===== config.mk =====
export PLATFORM = sky130hd
export DESIGN_NAME = uart_tx_fifo_flat
export DESIGN_NICKNAME = d
export VERILOG_FILES = /design/src/rtl/uart_tx_fifo_if.sv /design/src/rtl/uart_tx_fifo.sv /design/src/flat_wrapper.sv
export SDC_FILE = /design/constraint.sdc
export NUM_CORES = 1
export LEC_CHECK = 0
export CORE_UTILIZATION = 40
export CTS_CLUSTER_SIZE = 10
export DETAILED_ROUTE_END_ITERATION = 8
export SLEW_MARGIN = 20
export SYNTH_ARGS = -nofsm -noshare
export SYNTH_HDL_FRONTEND = slang
export SYNTH_SLANG_ARGS = --single-unit

===== constraint.sdc =====
create_clock -name clk -period 6 [get_ports clk]
set_input_delay 0.9 -clock clk [delete_from_list [all_inputs] [get_ports clk]]
set_output_delay 0.9 -clock clk [all_outputs]
set_load 0.03 [all_outputs]

===== src/rtl/uart_tx_fifo_if.sv =====
// uart_tx_fifo_if: byte-enqueue handshake between the bridge register logic and the UART transmitter.
//   tx_data  (master->slave) byte to enqueue
//   tx_write (master->slave) enqueue strobe, data captured on the same edge
//   tx_full  (slave->master) FIFO holds FIFO_DEPTH bytes
//   tx_empty (slave->master) FIFO holds no bytes
//   tx_busy  (slave->master) a frame is being serialised
interface uart_tx_fifo_if;
    logic [7:0] tx_data;
    logic       tx_write;
    logic       tx_full;
    logic       tx_empty;
    logic       tx_busy;
    modport master (output tx_data, tx_write, input tx_full, tx_empty, tx_busy);
    modport slave  (input tx_data, tx_write, output tx_full, tx_empty, tx_busy);
endinterface


===== src/rtl/uart_tx_fifo.sv =====
// uart_tx_fifo: FIFO-buffered UART 8N1 transmitter, LSB first, back-to-back frames while data is queued.
//   clk       system clock
//   resetn    asynchronous active-low reset; aborts any frame and flushes the FIFO
//   tx_if     slave side of the enqueue handshake (tx_data/tx_write in, tx_full/tx_empty/tx_busy out)
//   uart_tx_o registered serial line, idle high
module uart_tx_fifo #(
    parameter int CLOCK_FREQ = 100000000,
    parameter int BAUD_RATE  = 115200,
    parameter int FIFO_DEPTH = 4
) (
    input  logic           clk,
    input  logic           resetn,
    uart_tx_fifo_if.slave  tx_if,
    output logic           uart_tx_o
);
    localparam int CLKS_PER_BIT = CLOCK_FREQ / BAUD_RATE;
    localparam int CW = CLKS_PER_BIT > 1 ? $clog2(CLKS_PER_BIT) : 1;
    localparam int PW = $clog2(FIFO_DEPTH);

    typedef enum logic [1:0] {IDLE, START, DATA, STOP} state_t;

    state_t        state_q;
    logic [CW-1:0] bit_cnt_q;
    logic [2:0]    bit_idx_q;
    logic [7:0]    shift_q;
    logic          uart_tx_q;
    logic [7:0]    mem_q [FIFO_DEPTH];
    logic [PW-1:0] wr_ptr_q;
    logic [PW-1:0] rd_ptr_q;
    logic [PW:0]   count_q;
    logic [PW:0]   count_d;
    logic          push;
    logic          pop;
    logic          bit_end;

    assign tx_if.tx_full  = count_q == (PW+1)'(FIFO_DEPTH);
    assign tx_if.tx_empty = count_q == '0;
    assign tx_if.tx_busy  = state_q != IDLE;
    assign uart_tx_o      = uart_tx_q;

    assign bit_end = bit_cnt_q == CW'(CLKS_PER_BIT - 1);
    assign push    = tx_if.tx_write && !tx_if.tx_full;
    // The serialiser takes the head either from idle or on the last clock of a stop bit,
    // which is what makes consecutive frames gapless.
    assign pop     = !tx_if.tx_empty && (state_q == IDLE || (state_q == STOP && bit_end));

    always_comb begin
        count_d = push && !pop ? count_q + 1'b1 : !push && pop ? count_q - 1'b1 : count_q;
    end

    always_ff @(posedge clk) begin
        if (push) mem_q[wr_ptr_q] <= tx_if.tx_data;
    end

    always_ff @(posedge clk or negedge resetn) begin
        if (!resetn) begin
            wr_ptr_q <= '0;
            rd_ptr_q <= '0;
            count_q  <= '0;
        end else begin
            if (push) wr_ptr_q <= wr_ptr_q + 1'b1;
            if (pop) rd_ptr_q <= rd_ptr_q + 1'b1;
            count_q <= count_d;
        end
    end

    always_ff @(posedge clk or negedge resetn) begin
        if (!resetn) begin
            state_q   <= IDLE;
            bit_cnt_q <= '0;
            bit_idx_q <= '0;
            shift_q   <= '0;
            uart_tx_q <= 1'b1;
        end else begin
            case (state_q)
                IDLE: begin
                    uart_tx_q <= 1'b1;
                    bit_cnt_q <= '0;
                    if (pop) begin
                        shift_q   <= mem_q[rd_ptr_q];
                        uart_tx_q <= 1'b0;
                        state_q   <= START;
                    end
                end
                START: begin
                    bit_cnt_q <= bit_end ? '0 : bit_cnt_q + 1'b1;
                    if (bit_end) begin
                        uart_tx_q <= shift_q[0];
                        bit_idx_q <= '0;
                        state_q   <= DATA;
                    end
                end
                DATA: begin
                    bit_cnt_q <= bit_end ? '0 : bit_cnt_q + 1'b1;
                    if (bit_end) begin
                        // shift_q[1] is the bit that becomes the LSB after this shift
                        shift_q <= shift_q >> 1;
                        if (bit_idx_q == 3'd7) begin
                            uart_tx_q <= 1'b1;
                            state_q   <= STOP;
                        end else begin
                            bit_idx_q <= bit_idx_q + 3'd1;
                            uart_tx_q <= shift_q[1];
                        end
                    end
                end
                default: begin
                    bit_cnt_q <= bit_end ? '0 : bit_cnt_q + 1'b1;
                    if (bit_end) begin
                        if (pop) begin
                            shift_q   <= mem_q[rd_ptr_q];
                            uart_tx_q <= 1'b0;
                            state_q   <= START;
                        end else begin
                            state_q <= IDLE;
                        end
                    end
                end
            endcase
        end
    end
endmodule


===== src/flat_wrapper.sv =====
// flat-port wrapper written by rule: the top's interface ports become plain ports
module uart_tx_fifo_flat 
#(
    parameter int CLOCK_FREQ = 100000000,
    parameter int BAUD_RATE  = 115200,
    parameter int FIFO_DEPTH = 4
)
  (clk, resetn, uart_tx_o, tx_if_tx_data, tx_if_tx_write, tx_if_tx_full, tx_if_tx_empty, tx_if_tx_busy);
  uart_tx_fifo_if tx_if_i ();
  input  logic clk;
  input  logic resetn;
  output logic uart_tx_o;
  input wire logic [$bits(tx_if_i.tx_data)-1:0] tx_if_tx_data;
  input wire logic [$bits(tx_if_i.tx_write)-1:0] tx_if_tx_write;
  output wire logic [$bits(tx_if_i.tx_full)-1:0] tx_if_tx_full;
  output wire logic [$bits(tx_if_i.tx_empty)-1:0] tx_if_tx_empty;
  output wire logic [$bits(tx_if_i.tx_busy)-1:0] tx_if_tx_busy;
  assign tx_if_i.tx_data = tx_if_tx_data;
  assign tx_if_i.tx_write = tx_if_tx_write;
  assign tx_if_tx_full = tx_if_i.tx_full;
  assign tx_if_tx_empty = tx_if_i.tx_empty;
  assign tx_if_tx_busy = tx_if_i.tx_busy;
  uart_tx_fifo #(.CLOCK_FREQ(CLOCK_FREQ), .BAUD_RATE(BAUD_RATE), .FIFO_DEPTH(FIFO_DEPTH)) u_core (.clk(clk), .resetn(resetn), .tx_if(tx_if_i), .uart_tx_o(uart_tx_o));
endmodule

==> results.sh <==
export IMPL_status="finished clean"
export IMPL_nNetsFinal=241
export IMPL_vias_per_cell=4.91
export IMPL_die_h_um=87.0
export IMPL_ys_ff_latch=63
export IMPL_grt_setup_unrepaired="no"
export IMPL_synth_fa_ha_area_frac=0.0590
export IMPL_ff2ff_path_depth=8
export IMPL_path_clk_slew_ns=0.07
export IMPL_irDropWorstVdd_uv=228
export IMPL_postCtsHoldBufs=0
export IMPL_ant_nets=0
export IMPL_io_pins=15
export IMPL_cap_violations=0
export IMPL_clk_latency_ns=0.34
export IMPL_setup_ws_ns=2.99
export IMPL_drc=0
export IMPL_synth_ff_type="edfxtp_1"
export IMPL_cp_end_kind="output port"
export IMPL_yosysSeqAreaShare=0.602
export IMPL_setup_viol=0
export IMPL_maxSlewHeadroom=0.467
export IMPL_die_area_mm2=0.00756
export IMPL_synth_cell_types=39
export IMPL_drt_wl_total_um=4630
export IMPL_htree_levels=3
export IMPL_grt_overflow_total=0
export IMPL_arrival_ns=2.11
export IMPL_nFillCells=597
export IMPL_grt_pass1_vias=1544
export IMPL_synth_top_cell_area_share=0.333
export IMPL_place_gp_congestion=0.710
export IMPL_drt_iter0_drc=53
export IMPL_async_flop_share=0.492
export IMPL_crit_chain="nor3_1 -> clkdlybuf4s50_1"
export IMPL_synth_top_cells_by_area="edfxtp_1 (33%), dfrtp_1 (26%), mux2_2 (7.0%)"
export IMPL_hold_path_class="flop to flop"
export IMPL_synth_simple_area_share=0.0902
export IMPL_drive_above_1_share=0.216
export IMPL_synth_mux_area_frac=0.136
export IMPL_synthXorXnorAreaFrac=0.0425
export IMPL_via_count=1561
export IMPL_first_pass_iters=4
export IMPL_p_leak_uw=0.00127
export IMPL_cts_buffer_depth=2
export IMPL_slew_viol_final=0
export IMPL_synth_compound_area_frac=0.0485
export IMPL_initial_core_util=0.420
export IMPL_place_hpwl_um=3160
export IMPL_worstSetupEndpoint="tx_if_tx_empty"
export IMPL_fmax_mhz=332
export IMPL_r2r_setup_slack_ns=3.01
export IMPL_syn_cell_area_mm2=0.00289
export IMPL_cts_resized=0
export IMPL_worst_clock_skew_ns=0.00527
export IMPL_die_x_um=87.0
export IMPL_num_rows=30
export IMPL_dp_slack_ns=3.00
export IMPL_synth_edff_count=32
export IMPL_synth_top_family_by_area="multiplexers"
export IMPL_final_util=0.487
export IMPL_timing_setup_tns_ns=0
export IMPL_grt_pass1_wl_um=7800
export IMPL_synth_top_area_cell="edfxtp_1"
export IMPL_syn_inst=198
export IMPL_reg2reg_to="u_core.count_q[1]$_DFFE_PN0P_"
export IMPL_rr_startpoint="u_core.bit_cnt_q[0]$_DFF_PN0_"
export IMPL_worstSetupPathType="flop to output port"
export IMPL_grt_max_degree=32
export IMPL_yosysWarnings=0
export IMPL_final_cell_mix="edfxtp_1 (32), dfrtp_1 (30), mux2_2 (18)"
export IMPL_diodes=0
export IMPL_hold_depth=1
export IMPL_cpPeakStageDelay_ns=0.78
export IMPL_finalCriticalPeriod_ns=3.01
export IMPL_cts_tree="yes"
export IMPL_critPathSlowestCell="clkdlybuf4s50_1"
export IMPL_synth_fp_nets=222
export IMPL_worstPathRequired_ns=5.10
export IMPL_antenna_found_initial=0
export IMPL_io_buffer_count=14
export IMPL_finalHoldViolations=0
export IMPL_cp_max_fo=5
export IMPL_post_cts_buffers=0
export IMPL_cts_made_buffers=9
export IMPL_clock_sinks=63
export IMPL_cts_root_buf="clkbuf_8"
export IMPL_avgSynthCellArea_um2=14.6
export IMPL_start_kind="flop"
export IMPL_syn_to_final_growth_pct=16.0
export IMPL_wl_per_cell_um=14.6
export IMPL_final_common_cell="edfxtp_1"
export IMPL_coreArea_mm2=0.00687
export IMPL_grt_use_total=0.142
export IMPL_tightest_slew_ns=0.794
export IMPL_powerDensity_mw_per_mm2=490
export IMPL_startpoint="u_core.count_q[0]$_DFFE_PN0P_"
export IMPL_fin_crit_sh=0.501
==> report_power, final <==
| part | internal, uW | total, uW | switching [uW] | leakage, uW |
|---|---|---|---|---|
| clock | 234 | 406 | 172 | 0.000107 |
| sequential | 582 | 677 | 95.2 | 0.000681 |
| combinational | 287 | 556 | 270 | 0.000478 |
==> cell type report <==
class | instances | area [um2] | share of cell area
well taps | 96 | 120 | 0.0359
clock inverters | 7 | 97.6 | 0.0292
inverters | 9 | 33.8 | 0.0101
clock buffers | 9 | 124 | 0.0370
repair buffers | 15 | 148 | 0.0441
flip-flops and latches | 63 | 1740 | 0.519
multi-input cells | 119 | 1090 | 0.324
==> metal layers <==
metal	GRT usage	vias up	share of wire
met5	0	-	0
met4	0.0682	0	0.014
met3	0.0455	6	0.036
met2	0.194	24	0.43
met1	0.204	762	0.52
li1	-	769	-
==> critical path: cells and delay by family, from the launching register on <==
kind | cells | cell delay [ns]
buffers and inverters | 1 | 0.78
and+or+nand+nor | 1 | 0.53
DFF | 1 | 0.45
==> Yosys cell counts, drive strengths merged, types with 3 or more instances <==
master,count
mux4,8
nand3,5
edfxtp,32
mux2,18
and2,5
clkbuf,3
inv,9
xnor2,6
xor2,8
nor2,12
dfrtp,30
o21ai,6
ha,12
buf,4
nand2,6
o221ai,3
nand4,4
and3,3
nor2b,3
==> sequential cells by signal, indices dropped and copies added, names as in the netlist <==
register,flops
u_core.bit_cnt_q,10
u_core.bit_idx_q,3
u_core.count_q,3
u_core.mem_q,32
u_core.rd_ptr_q,2
u_core.shift_q,8
u_core.state_q,2
u_core.uart_tx_o,1
u_core.wr_ptr_q,2
==> logic make-up (layout without fill, tap and decap cells) <==
| group | count (synthesis) | in the layout |
|---|---|---|
| fa+ha+maj | 13 | 13 |
| buf+inv | 16 | 40 |
| xor+xnor | 14 | 14 |
| flops | 63 | 63 |
| mux | 27 | 27 |
| compound gates | 18 | 18 |
| simple gates | 47 | 47 |
==> metrics by stage <==
stage | total power, uW | hold slack [ns] | instance area (um2) | cells
after global routing | 1750 | 0.505 | 3350 | 318
final | 1640 | 0.485 | 3350 | 318
after global placement | 1250 | 0.461 | 3130 | 302
after detailed placement | 1250 | 0.471 | 3130 | 302
after CTS | 1660 | 0.488 | 3350 | 318
after floorplan | 1110 | 0.448 | 2890 | 198
==> worst min path at each step <==
stage / startpoint / end / slack [ns]
after floorplan: u_core.bit_cnt_q[0]$_DFF_PN0_ / u_core.bit_cnt_q[0]$_DFF_PN0_ / 0.45
after global placement: u_core.bit_cnt_q[0]$_DFF_PN0_ / u_core.bit_cnt_q[0]$_DFF_PN0_ / 0.46
after detailed placement: u_core.bit_cnt_q[0]$_DFF_PN0_ / u_core.bit_cnt_q[0]$_DFF_PN0_ / 0.47
final: u_core.bit_cnt_q[0]$_DFF_PN0_ / u_core.bit_cnt_q[0]$_DFF_PN0_ / 0.49
after CTS: u_core.bit_cnt_q[0]$_DFF_PN0_ / u_core.bit_cnt_q[0]$_DFF_PN0_ / 0.49
after global routing: u_core.bit_cnt_q[0]$_DFF_PN0_ / u_core.bit_cnt_q[0]$_DFF_PN0_ / 0.51
Note: power is estimated with default switching activity, not from simulation.
